## src/rtl/chipz8_bus_pkg.sv

```systemverilog
// Shared types and constants for the chipz8 memory bus arbiter.
package chipz8_bus_pkg;

  localparam int unsigned CNT_W = 4;

  localparam logic PORT_CPU = 1'b0;
  localparam logic PORT_VID = 1'b1;

  localparam logic RW_READ  = 1'b0;
  localparam logic RW_WRITE = 1'b1;

  typedef enum logic [1:0] {
    ST_IDLE   = 2'd0,
    ST_ACCESS = 2'd1,
    ST_ACK    = 2'd2
  } state_e;

endpackage

```

## src/rtl/mem_bus_arbiter_if.sv

```systemverilog
// Requester handshakes (CPU port 0, video port 1) plus the shared external memory bus.
interface mem_bus_arbiter_if #(
  parameter int unsigned ADDR_W = 16,
  parameter int unsigned DATA_W = 8
);
  logic              cpu_req;
  logic              cpu_we;
  logic [ADDR_W-1:0] cpu_addr;
  logic [DATA_W-1:0] cpu_wdata;
  logic [DATA_W-1:0] cpu_rdata;
  logic              cpu_ack;

  logic              vid_req;
  logic              vid_we;
  logic [ADDR_W-1:0] vid_addr;
  logic [DATA_W-1:0] vid_wdata;
  logic [DATA_W-1:0] vid_rdata;
  logic              vid_ack;

  logic              busy;
  logic              gnt_id;

  logic [ADDR_W-1:0] addrBus;
  logic [DATA_W-1:0] dBusIn;
  logic [DATA_W-1:0] dBusOut;
  logic              rWMem;

  // Arbiter side
  modport slave (
    input  cpu_req, cpu_we, cpu_addr, cpu_wdata,
    output cpu_rdata, cpu_ack,
    input  vid_req, vid_we, vid_addr, vid_wdata,
    output vid_rdata, vid_ack,
    output busy, gnt_id,
    output addrBus, dBusOut, rWMem,
    input  dBusIn
  );

  // Requesters and memory side
  modport master (
    output cpu_req, cpu_we, cpu_addr, cpu_wdata,
    input  cpu_rdata, cpu_ack,
    output vid_req, vid_we, vid_addr, vid_wdata,
    input  vid_rdata, vid_ack,
    input  busy, gnt_id,
    input  addrBus, dBusOut, rWMem,
    output dBusIn
  );

endinterface

```

## src/rtl/rr_pick2.sv

```systemverilog
// Combinational two-way round-robin picker; on a tie the port that did not win last time goes.
module rr_pick2
  import chipz8_bus_pkg::*;
(
  input  logic [1:0] req,
  input  logic       last,
  output logic       valid,
  output logic       winner
);

  always_comb begin
    valid  = |req;
    winner = PORT_CPU;
    if (req == 2'b11) begin
      winner = ~last;
    end else if (req[1]) begin
      winner = PORT_VID;
    end
  end

endmodule

```

## src/rtl/mem_bus_arbiter.sv

```systemverilog
// Serialises single-byte CPU/video accesses onto the shared external memory bus.
module mem_bus_arbiter
  import chipz8_bus_pkg::*;
#(
  parameter int unsigned ADDR_W   = 16,
  parameter int unsigned DATA_W   = 8,
  parameter int unsigned MEM_WAIT = 1
) (
  input  logic             clk,
  input  logic             rst,
  mem_bus_arbiter_if.slave bus
);

  localparam logic [CNT_W-1:0] WAIT_INIT = CNT_W'(MEM_WAIT);

  state_e            state_q, state_d;
  logic [CNT_W-1:0]  cnt_q, cnt_d;
  logic              last_q, last_d;
  logic              gnt_q, gnt_d;
  logic              we_q, we_d;
  logic              rw_q, rw_d;
  logic              busy_q, busy_d;
  logic [ADDR_W-1:0] addr_q, addr_d;
  logic [DATA_W-1:0] dout_q, dout_d;
  logic [DATA_W-1:0] cpu_rdata_q, cpu_rdata_d;
  logic [DATA_W-1:0] vid_rdata_q, vid_rdata_d;
  logic [1:0]        ack_q, ack_d;

  logic              pick_valid_c;
  logic              pick_port_c;
  logic              sel_we_c;
  logic [ADDR_W-1:0] sel_addr_c;
  logic [DATA_W-1:0] sel_wdata_c;

  rr_pick2 u_pick (
    .req    ({bus.vid_req, bus.cpu_req}),
    .last   (last_q),
    .valid  (pick_valid_c),
    .winner (pick_port_c)
  );

  // Request fields of whichever port the picker chose
  assign sel_we_c    = (pick_port_c == PORT_VID) ? bus.vid_we    : bus.cpu_we;
  assign sel_addr_c  = (pick_port_c == PORT_VID) ? bus.vid_addr  : bus.cpu_addr;
  assign sel_wdata_c = (pick_port_c == PORT_VID) ? bus.vid_wdata : bus.cpu_wdata;

  always_ff @(posedge clk or negedge rst) begin
    if (!rst) begin
      state_q     <= ST_IDLE;
      cnt_q       <= '0;
      last_q      <= PORT_VID;
      gnt_q       <= PORT_CPU;
      we_q        <= RW_READ;
      rw_q        <= RW_READ;
      busy_q      <= 1'b0;
      addr_q      <= '0;
      dout_q      <= '0;
      cpu_rdata_q <= '0;
      vid_rdata_q <= '0;
      ack_q       <= '0;
    end else begin
      state_q     <= state_d;
      cnt_q       <= cnt_d;
      last_q      <= last_d;
      gnt_q       <= gnt_d;
      we_q        <= we_d;
      rw_q        <= rw_d;
      busy_q      <= busy_d;
      addr_q      <= addr_d;
      dout_q      <= dout_d;
      cpu_rdata_q <= cpu_rdata_d;
      vid_rdata_q <= vid_rdata_d;
      ack_q       <= ack_d;
    end
  end

  always_comb begin
    state_d     = state_q;
    cnt_d       = cnt_q;
    last_d      = last_q;
    gnt_d       = gnt_q;
    we_d        = we_q;
    rw_d        = rw_q;
    busy_d      = busy_q;
    addr_d      = addr_q;
    dout_d      = dout_q;
    cpu_rdata_d = cpu_rdata_q;
    vid_rdata_d = vid_rdata_q;
    ack_d       = ack_q;

    case (state_q)
      ST_IDLE: begin
        if (pick_valid_c) begin
          state_d = ST_ACCESS;
          cnt_d   = WAIT_INIT;
          last_d  = pick_port_c;
          gnt_d   = pick_port_c;
          we_d    = sel_we_c;
          rw_d    = sel_we_c;
          busy_d  = 1'b1;
          addr_d  = sel_addr_c;
          dout_d  = (sel_we_c == RW_WRITE) ? sel_wdata_c : '0;
        end
      end
      ST_ACCESS: begin
        if (cnt_q != '0) begin
          cnt_d = cnt_q - CNT_W'(1);
        end else begin
          // Wait count exhausted: sample read data and acknowledge the owner
          state_d      = ST_ACK;
          rw_d         = RW_READ;
          dout_d       = '0;
          ack_d[gnt_q] = 1'b1;
          if (we_q == RW_READ) begin
            if (gnt_q == PORT_VID) vid_rdata_d = bus.dBusIn;
            else                   cpu_rdata_d = bus.dBusIn;
          end
        end
      end
      ST_ACK: begin
        state_d = ST_IDLE;
        ack_d   = '0;
        busy_d  = 1'b0;
      end
      default: begin
        state_d = ST_IDLE;
      end
    endcase
  end

  assign bus.cpu_rdata = cpu_rdata_q;
  assign bus.vid_rdata = vid_rdata_q;
  assign bus.cpu_ack   = ack_q[PORT_CPU];
  assign bus.vid_ack   = ack_q[PORT_VID];
  assign bus.busy      = busy_q;
  assign bus.gnt_id    = gnt_q;
  assign bus.addrBus   = addr_q;
  assign bus.dBusOut   = dout_q;
  assign bus.rWMem     = rw_q;

endmodule

```

## src/flat_wrapper.sv

```systemverilog
// flat-port wrapper written by rule: the top's interface ports become plain ports
module mem_bus_arbiter_flat import chipz8_bus_pkg::*;
#(
  parameter int unsigned ADDR_W   = 16,
  parameter int unsigned DATA_W   = 8,
  parameter int unsigned MEM_WAIT = 1
)
  (clk, rst, bus_cpu_req, bus_cpu_we, bus_cpu_addr, bus_cpu_wdata, bus_cpu_rdata, bus_cpu_ack, bus_vid_req, bus_vid_we, bus_vid_addr, bus_vid_wdata, bus_vid_rdata, bus_vid_ack, bus_busy, bus_gnt_id, bus_addrBus, bus_dBusOut, bus_rWMem, bus_dBusIn);
  mem_bus_arbiter_if #(.ADDR_W(ADDR_W), .DATA_W(DATA_W)) bus_i ();
  input  logic clk;
  input  logic rst;
  input wire logic [$bits(bus_i.cpu_req)-1:0] bus_cpu_req;
  input wire logic [$bits(bus_i.cpu_we)-1:0] bus_cpu_we;
  input wire logic [$bits(bus_i.cpu_addr)-1:0] bus_cpu_addr;
  input wire logic [$bits(bus_i.cpu_wdata)-1:0] bus_cpu_wdata;
  output wire logic [$bits(bus_i.cpu_rdata)-1:0] bus_cpu_rdata;
  output wire logic [$bits(bus_i.cpu_ack)-1:0] bus_cpu_ack;
  input wire logic [$bits(bus_i.vid_req)-1:0] bus_vid_req;
  input wire logic [$bits(bus_i.vid_we)-1:0] bus_vid_we;
  input wire logic [$bits(bus_i.vid_addr)-1:0] bus_vid_addr;
  input wire logic [$bits(bus_i.vid_wdata)-1:0] bus_vid_wdata;
  output wire logic [$bits(bus_i.vid_rdata)-1:0] bus_vid_rdata;
  output wire logic [$bits(bus_i.vid_ack)-1:0] bus_vid_ack;
  output wire logic [$bits(bus_i.busy)-1:0] bus_busy;
  output wire logic [$bits(bus_i.gnt_id)-1:0] bus_gnt_id;
  output wire logic [$bits(bus_i.addrBus)-1:0] bus_addrBus;
  output wire logic [$bits(bus_i.dBusOut)-1:0] bus_dBusOut;
  output wire logic [$bits(bus_i.rWMem)-1:0] bus_rWMem;
  input wire logic [$bits(bus_i.dBusIn)-1:0] bus_dBusIn;
  assign bus_i.cpu_req = bus_cpu_req;
  assign bus_i.cpu_we = bus_cpu_we;
  assign bus_i.cpu_addr = bus_cpu_addr;
  assign bus_i.cpu_wdata = bus_cpu_wdata;
  assign bus_cpu_rdata = bus_i.cpu_rdata;
  assign bus_cpu_ack = bus_i.cpu_ack;
  assign bus_i.vid_req = bus_vid_req;
  assign bus_i.vid_we = bus_vid_we;
  assign bus_i.vid_addr = bus_vid_addr;
  assign bus_i.vid_wdata = bus_vid_wdata;
  assign bus_vid_rdata = bus_i.vid_rdata;
  assign bus_vid_ack = bus_i.vid_ack;
  assign bus_busy = bus_i.busy;
  assign bus_gnt_id = bus_i.gnt_id;
  assign bus_addrBus = bus_i.addrBus;
  assign bus_dBusOut = bus_i.dBusOut;
  assign bus_rWMem = bus_i.rWMem;
  assign bus_i.dBusIn = bus_dBusIn;
  mem_bus_arbiter #(.ADDR_W(ADDR_W), .DATA_W(DATA_W), .MEM_WAIT(MEM_WAIT)) u_core (.clk(clk), .rst(rst), .bus(bus_i));
endmodule
```

## config.mk

```make
export PLATFORM = sky130hd
export DESIGN_NAME = mem_bus_arbiter_flat
export DESIGN_NICKNAME = d
export VERILOG_FILES = /design/src/rtl/chipz8_bus_pkg.sv /design/src/rtl/mem_bus_arbiter_if.sv /design/src/rtl/rr_pick2.sv /design/src/rtl/mem_bus_arbiter.sv /design/src/flat_wrapper.sv
export SDC_FILE = /design/constraint.sdc
export NUM_CORES = 1
export LEC_CHECK = 0
export CORE_MARGIN = 1
export CORE_UTILIZATION = 40
export CTS_CLUSTER_SIZE = 40
export DETAILED_ROUTE_END_ITERATION = 8
export PLACE_DENSITY_LB_ADDON = 0.15
export SYNTH_ARGS = -nofsm -noshare
export SYNTH_HDL_FRONTEND = slang
export SYNTH_SLANG_ARGS = --single-unit
export TNS_END_PERCENT = 50
```

## constraint.sdc

```tcl
create_clock -name clk -period 2.9 [get_ports clk]
set_input_delay 0.29 -clock clk [delete_from_list [all_inputs] [get_ports clk]]
set_output_delay 0.29 -clock clk [all_outputs]
set_load 0.03 [all_outputs]
```

==> results_dict.tcl, run 1 <==
set metrics [dict create \
    skew_ns 0.00573 \
    vias 2027 \
    tns_ns 0 \
    synth-compound-area-share 0.155 \
    ys_warn_count 0 \
    diodes 0 \
    netlist_instances 220 \
    syn_area_um2 2500 \
    synth-xor-area-share 0 \
    cts_buffer_depth 2 \
    wirelength_mm 5.88 \
    worst-slew-pin-transition_ns 0.707 \
    synthMuxAreaShare 0.196 \
    core_um2 5960 \
    detail_route.first_pass.iterations 4 \
    grtUsageTotal 0.188 \
    gr-total-overflow 0 \
    wl_per_cell_um 14.8 \
    root_buffer "clkbuf_8" \
    synth.avg_cell_area_um2 11.4 \
    critPathCaptureType "flop" \
    die_area_um2 6560 \
    critical_path.startpoint_type "flop" \
    worstPathArrival_ns 2.49 \
    power.density_nw_per_um2 1080 \
    cts-htree-levels 2 \
    antenna_found_initial 0 \
    cts_sinks 53 \
    drt_iter0_markers 71 \
    relSlewSlack 0.527 \
    leakagePower_nw 1.55 \
    finish.net_count 386 \
    seq_area_frac_synth 0.532 \
    hold_viol 26 \
    die-height_um 81.0 \
    place_congestion 0.828 \
    hold_class "primary input to async pin" \
    final_cell_mix "clkdlybuf4s50_1 (105), dfrtp_1 (52), o21ai_0 (44)" \
    ctsHoldBuffers 0 \
    violations "hold timing" \
    clkLatencyLatePin_ns 0.29 \
    maxCapViolCount 0 \
    finalSetupViolCount 0 \
    peakVddDrop_mv 0.529 \
    dp_hpwl_mm 4.36 \
    syn_to_final_growth_pct 48.2 \
    final_core_util 0.621 \
    n_fill_cell 516 \
    whs_ns -0.0136 \
    rsz0062_at_grt "false" \
    synth-simple-area-share 0.0716 \
    fmax_mhz 433 \
    drive_above_1_share 0.130 \
    viasPerCell 5.09 \
    synth_fa_ha_area_frac 0.0100 \
    postRouteAntennaNets 0 \
    grt_pass1_vias 1945 \
    path_clk_slew_ns 0.09 \
    cts_resized 0 \
    synth_top_family_by_area "multiplexers" \
    worstSetupPathType "flop to flop" \
    cts_made_buffers 5 \
    fp-row-count 28 \
    cts_tree "done" \
    io_buffers 106 \
    grt_start_max_net_pins 29 \
    drc 0 \
    finalCriticalPeriod_ns 2.31 \
    required_ns 3.08 \
    synth.ff_latch_count 53 \
    start_util 0.419 \
    outcome "complete, but fails checks" \
    die_x_um 81.0 \
    grt_pass1_wl_mm 9.39 \
    post-route-period-util 0.797 \
    ys_types 31 \
    layout_commonest_cell "clkdlybuf4s50_1" \
    io_pins 107 \
    cp_max_fo 8 \
    slew_violations 0 \
    cts_setup_buffers 0 \
    synthesis.nets 284 \
]
==> metrics by stage <==
stage                     setup slack, ns  std cells  area [um^2]  total power [mW]  hold slack [ns]
after floorplan                     0.724        220         2500              2.70         -0.00559
after global placement              0.672        390         3620              3.56            0.335
after detailed placement            0.602        390         3620              3.62            0.331
after CTS                           0.591        398         3700              4.03          0.00137
after global routing                0.500        398         3700              4.24           0.0362
final                               0.589        398         3700              3.98          -0.0136
==> path summary, 6_finish.rpt <==
kind                                 start                 endpoint  slack, ns  cells after the start
hold / removal                         rst        u_core.bus.gnt_id      -0.01                      1
max in group asynchronous              rst            u_core.last_q       2.12                      2
setup / recovery           u_core.cnt_q[0]  u_core.bus.vid_rdata[6]       0.59                      5
hold reg to reg            u_core.bus.busy          u_core.bus.busy       0.50                      1
min in group clk           u_core.bus.busy          u_core.bus.busy       0.50                      1
setup reg to reg           u_core.cnt_q[0]  u_core.bus.vid_rdata[6]       0.59                      5
==> state kept, by name, indices dropped and copies added (netlist names) <==
register,count
u_core.bus.addrBus,16
u_core.bus.cpu_rdata,8
u_core.bus.dBusOut,8
u_core.bus.vid_rdata,8
u_core.cnt_q,4
u_core.ack_q,2
u_core.state_q,2
u_core.bus.busy,1
u_core.bus.gnt_id,1
u_core.bus.rWMem,1
u_core.last_q,1
u_core.we_q,1
==> logic make-up (layout without fill, tap and decap cells) <==
logic type                 Yosys count  after routing
buffers and inverters               19            122
and+or+nand+nor                     35             35
adders and majority gates            2              2
AOI/OAI and AO/OA                   68             68
DFF                                 53             53
muxes                               43             43
==> final cells by class <==
class	instances	area, um^2	share of cell area
sequential	53	1330	0.359
multi-input combinational	148	1100	0.296
timing repair buffer	110	1090	0.293
tap	75	93.8	0.0254
clock buffer	6	72.6	0.0196
inverter	4	15.0	0.00406
clock inverter	2	10.0	0.00270
==> cell usage after synthesis <==
cell type,n,area [um^2]
nor2_1,8,30.0
nand2b_1,1,6.26
o21a_1,2,15.0
a21o_1,1,7.51
nor2b_1,1,6.26
dfrtp_1,52,1300
ha_1,2,25.0
mux2_2,16,180
nand2_1,17,63.8
buf_6,2,22.5
nor4_4,1,21.3
or2_2,1,6.26
a31oi_1,3,18.8
o31ai_1,1,7.51
dfstp_2,1,26.3
inv_1,4,15.0
mux2_4,8,120
nor3b_1,1,7.51
o22ai_1,9,56.3
o21ai_1,1,5.00
a22o_1,1,8.76
clkbuf_1,11,41.3
or4b_4,1,13.8
nor3_1,3,15.0
o21ai_0,44,220
a21boi_0,1,7.51
buf_2,2,10.0
a21oi_1,1,5.00
or3b_1,1,8.76
mux2i_1,19,190
o2bb2ai_1,4,35.0
==> worst max-delay path: stages (launching register included) <==
cell and delay, ns:
dfrtp_1 0.41, inv_1 0.10, ha_1 0.19, or3b_1 0.50
or4b_4 0.67, mux2_4 0.33
==> metal layers <==
layer | part of all wire | GRT usage | vias to the layer above | wire, um
li1 | - | - | 993 | -
met1 | 0.44 | 0.235 | 964 | 2560
met2 | 0.48 | 0.318 | 66 | 2850
met3 | 0.074 | 0.0573 | 4 | 432
met4 | 0.0063 | 0.0375 | 0 | 37
met5 | 0 | 0 | - | 0
==> power by group <==
part,switching (mW),internal [mW]
logic,1.23,1.00
registers,0.243,1.11
clock network,0.224,0.168
total,1.70,2.28
(Power assumes the default switching activity.)
==> run 2: changes to the inputs <==
clock period = 2.41 ns   (was 2.9 ns; I/O delays follow)
==> run 2 against run 1 <==
Effect of this change:
- the flow now finishes without violations
- sequential share of layout area down 0.74 points
- non-clock buffer count increased by 4
- hold slack gained 0.49 ns
- via count grew 2.4%
- maximum frequency grew 9.7%
- sequential cell count is the same
- combinational power is 21% higher
==> results_dict.tcl, run 2 (synthesis results as in run 1) <==
set metrics [dict create \
    die_area_um2 6560 \
    finish.net_count 390 \
    maxCapViolCount 0 \
    path_clk_slew_ns 0.09 \
    critPathCaptureType "flop" \
    cts-htree-levels 2 \
    intPower_mw 2.88 \
    cts_resized 0 \
    skew_ns 0.00550 \
    clkLatencyLatePin_ns 0.30 \
    wirelength_mm 5.75 \
    p_switching_mw 2.05 \
    peakVddDrop_mv 0.832 \
    cts_buffer_depth 2 \
    diodes 0 \
    postRouteAntennaNets 0 \
    pwr-share-seq 0.329 \
    viasPerCell 5.16 \
    swShare 0.416 \
    syn_to_final_growth_pct 51.3 \
    cp.buffers_inverters 1 \
    critical_path.startpoint_type "flop" \
    core_um2 5960 \
    cts_setup_buffers 0 \
    drive_above_1_share 0.141 \
    required_ns 2.60 \
    leakagePower_nw 1.58 \
    drt_iter0_markers 59 \
    worstSetupPathType "flop to flop" \
    gr-total-overflow 0 \
    final_core_util 0.634 \
    fmax_mhz 475 \
    worst-slew-pin-transition_ns 0.596 \
    grt_pass1_wl_mm 9.48 \
    grtUsageTotal 0.188 \
    io_pins 107 \
    tns_ns 0 \
    post-route-period-util 0.874 \
    ctsHoldBuffers 1 \
    finalCriticalPeriod_ns 2.11 \
    crit_chain "inv_1 > ha_1 > or3b_1 > or4b_4 > mux2_4" \
    start_util 0.419 \
    combPwrFrac 0.550 \
    cts_sinks 53 \
    root_buffer "clkbuf_8" \
    outcome "finished clean" \
    grt_pass1_vias 2047 \
    worstPathArrival_ns 2.30 \
    dp_hpwl_mm 4.27 \
    wl_per_cell_um 14.3 \
    hold_viol 0 \
    cts_tree "done" \
    finalSetupViolCount 0 \
    fp-row-count 28 \
    rsz0062_at_grt "false" \
    cp_max_fo 8 \
    largest_reg_flops 16 \
    grt_start_max_net_pins 29 \
    die_x_um 81.0 \
    p_clk_frac 0.121 \
    slew_violations 0 \
    cp_top_family "simple AND/OR/NAND/NOR gates" \
    hold_class "primary input to async pin" \
    slowest_stage "or4b_4" \
    layout_commonest_cell "clkdlybuf4s50_1" \
    vias 2076 \
    power.density_nw_per_um2 1300 \
    relSlewSlack 0.602 \
    drc 0 \
    cts_made_buffers 5 \
    detail_route.first_pass.iterations 4 \
    io_buffers 106 \
    antenna_found_initial 0 \
    die-height_um 81.0 \
    final_cell_mix "clkdlybuf4s50_1 (105), dfrtp_1 (52), o21ai_0 (44)" \
    slowest_delay_ns 0.63 \
    place_congestion 0.766 \
]
-- run 2: cell type report --
type	instances	area, um^2
clock inverter	3	46.3
clock buffer	5	68.8
fill	517	2180
multi-input combinational	148	1100
inverter	4	15.0
timing repair buffer	114	1130
tap	75	93.8
sequential	53	1330
-- run 2: final timing paths --
| check | startpoint | end | slack (ns) | depth (start not counted) |
|---|---|---|---|---|
| setup / recovery | u_core.cnt_q[0] | u_core.bus.vid_rdata[2] | 0.30 | 5 |
| hold / removal | rst | u_core.bus.dBusOut[7] | 0.47 | 2 |
| setup reg to reg | u_core.cnt_q[0] | u_core.bus.vid_rdata[2] | 0.30 | 5 |
| hold reg to reg | u_core.bus.busy | u_core.bus.busy | 0.50 | 1 |
| max in group asynchronous | rst | u_core.last_q | 1.32 | 3 |
| min in group clk | u_core.bus.busy | u_core.bus.busy | 0.50 | 1 |
-- run 2: power groups by stage --
stage / Clock, mW / Combinational [mW] / Sequential [mW]
detailed placement: 0 / 2.74 / 1.64
floorplan: 0 / 0.938 / 2.31
global placement: 0 / 2.70 / 1.62
global route: 0.649 / 2.93 / 1.68
CTS: 0.618 / 2.75 / 1.63
finish: 0.597 / 2.71 / 1.62
-- run 2: worst reg2reg max path, delay by kind of cell (launching register included) --
family,cells,cell delay (ns)
DFF,1,0.42
and+or+nand+nor,2,0.99
buffers and inverters,1,0.09
adders and majority gates,1,0.17
muxes,1,0.34
-- run 2: routing by layer --
metal | track usage | share of wire | up-vias | wire (um)
met5 | 0 | 0 | - | 0
met4 | 0.0411 | 0.0063 | 0 | 36
met3 | 0.0551 | 0.065 | 4 | 372
met2 | 0.320 | 0.49 | 64 | 2820
met1 | 0.237 | 0.44 | 1008 | 2520
li1 | - | - | 1000 | -
-- run 2: metrics by stage --
step | power (mW) | hold WS [ns] | cells | worst slack (ns) | area, um^2
detailed placement | 4.38 | 0.288 | 393 | 0.304 | 3650
floorplan | 3.25 | -0.0546 | 220 | 0.234 | 2500
global route | 5.26 | 0.517 | 402 | 0.166 | 3780
CTS | 4.99 | 0.495 | 402 | 0.296 | 3780
global placement | 4.32 | 0.286 | 393 | 0.335 | 3650
finish | 4.93 | 0.474 | 402 | 0.304 | 3780
==> run 3: changes to the inputs <==
CORE_ASPECT_RATIO = 0.8   (was unset)
==> run 3 against run 2 <==
Effect of this change:
- core utilization increased by 0.16 points
- clock skew increased by 0.0013 ns
- wire length rose by 2.5%
- global-route usage up 0.33 points
- sequential power is essentially flat
- register-to-register slack worse by 0.03 ns
- sequential share of layout area decreased by 0.20 points
- die area hardly changed
- combinational power about the same
- hold slack lost 0.070 ns
- first-iteration DRC count rose by 47%
==> results_dict.tcl, run 3 (synthesis results as in run 1) <==
set metrics [dict create \
    top_layer_used "met4" \
    slew_violations 0 \
    drt_iter0_markers 87 \
    core_um2 5970 \
    rr_startpoint "u_core.cnt_q[0]" \
    route.met2.wl_mm 2.83 \
    path_clk_slew_ns 0.09 \
    gr-total-overflow 0 \
    finalCriticalPeriod_ns 2.14 \
    largest_reg_flops 16 \
    finalSetupViolCount 0 \
    slowest_delay_ns 0.64 \
    seqCellArea_um2 1330 \
    startpoint "u_core.cnt_q[0]" \
    intPower_mw 2.92 \
    diodes 0 \
    grt_pass1_wl_mm 9.99 \
    postRouteAntennaNets 0 \
    cts-htree-levels 2 \
    outcome "finished clean" \
    syn_to_final_growth_pct 52.2 \
    pwr-share-seq 0.326 \
    io_buffers 106 \
    cp_top_family "simple AND/OR/NAND/NOR gates" \
    fp-row-count 25 \
    maxCapViolCount 0 \
    start_util 0.418 \
    fmax_mhz 468 \
    cp.buffers_inverters 1 \
    combPwrFrac 0.549 \
    critical_path.startpoint_type "flop" \
    multiInputGateArea_um2 1100 \
    place_congestion 0.770 \
    p_switching_mw 2.06 \
    worstPathArrival_ns 2.33 \
    die_area_um2 6570 \
    power.density_nw_per_um2 1310 \
    die-height_um 72.7 \
    vias 2074 \
    met3WireLength_um 331 \
    crit_chain "inv_1 > ha_1 > or3b_1 > or4b_4 > mux2_4" \
    wirelength_mm 5.89 \
    r2r_cells 5 \
    path_depth 5 \
    grt_pass1_vias 2111 \
    whs_ns 0.404 \
    relSlewSlack 0.706 \
    rsz0062_at_grt "false" \
    drc 0 \
    cp_max_fo 8 \
    antenna_found_initial 0 \
    finish.net_count 393 \
    cts_made_buffers 5 \
    wl_per_cell_um 14.3 \
    clkLatencyLatePin_ns 0.30 \
    tns_ns 0 \
    critPathCaptureType "flop" \
    post-route-period-util 0.886 \
    slowest_stage "or4b_4" \
    worst-slew-pin-transition_ns 0.441 \
    cts_sinks 53 \
    drive_above_1_share 0.148 \
    die_x_um 90.3 \
    hold_class "primary input to async pin" \
    root_buffer "clkbuf_8" \
    wl_met1_mm 2.71 \
    viasPerCell 5.05 \
    hold_viol 0 \
    swShare 0.414 \
    worstSetupPathType "flop to flop" \
    layout_commonest_cell "clkdlybuf4s50_1" \
    io_pins 107 \
    detail_route.first_pass.iterations 4 \
    r2r_slack_ns 0.27 \
    p_clk_frac 0.125 \
    dp_hpwl_mm 4.46 \
    grtUsageTotal 0.192 \
    required_ns 2.60 \
    final_core_util 0.636 \
    cts_tree "done" \
    skew_ns 0.00679 \
    cts_buffer_depth 2 \
    n_fill_cell 514 \
    peakVddDrop_mv 0.449 \
    final_cell_mix "clkdlybuf4s50_1 (105), dfrtp_1 (52), o21ai_0 (44)" \
    leakagePower_nw 1.60 \
    grt_start_max_net_pins 35 \
]
## run 3: through the flow
stage	cell area [um^2]	total power [mW]	cells	setup slack [ns]
final	3800	4.98	411	0.274
after global routing	3800	5.30	411	0.169
after CTS	3800	5.04	411	0.274
after detailed placement	3670	4.40	402	0.296
after global placement	3670	4.34	402	0.335
after floorplan	2500	3.25	220	0.234
## run 3: area by class of cell
| class | count | share of cell area |
|---|---|---|
| clock buffers | 7 | 0.0227 |
| clock inverters | 1 | 0.00790 |
| inverters | 4 | 0.00395 |
| multi-input cells | 148 | 0.289 |
| flip-flops and latches | 53 | 0.349 |
| well taps | 81 | 0.0267 |
| repair buffers | 117 | 0.300 |
## run 3: path summary, 6_finish.rpt
path | endpoint
worst max-delay path | u_core.bus.vid_rdata[3]
min in group clk | u_core.bus.busy
worst min-delay path | u_core.bus.vid_rdata[4]
worst max register to register | u_core.bus.vid_rdata[3]
worst min register to register | u_core.bus.busy
max in group asynchronous | u_core.last_q
## run 3: timing repair
item | 4_1_cts | 5_1_grt
endpoints found under the hold margin | 19 | 0
hold buffers | 1 | 0
buffers inserted | 0 | 0
resized for setup | 0 | 0
## run 3: power by group through the flow
stage	clock network (mW)	registers (mW)	logic, mW
final	0.622	1.62	2.74
after global routing	0.672	1.69	2.94
after CTS	0.640	1.63	2.77
after detailed placement	0	1.64	2.76
after global placement	0	1.63	2.72
after floorplan	0	2.31	0.938
## run 3: layer usage
metal | global-route usage | up-vias
met5 | 0 | -
met3 | 0.0625 | 2
met1 | 0.254 | 1013
met2 | 0.316 | 51
li1 | - | 1008
met4 | 0.0323 | 0
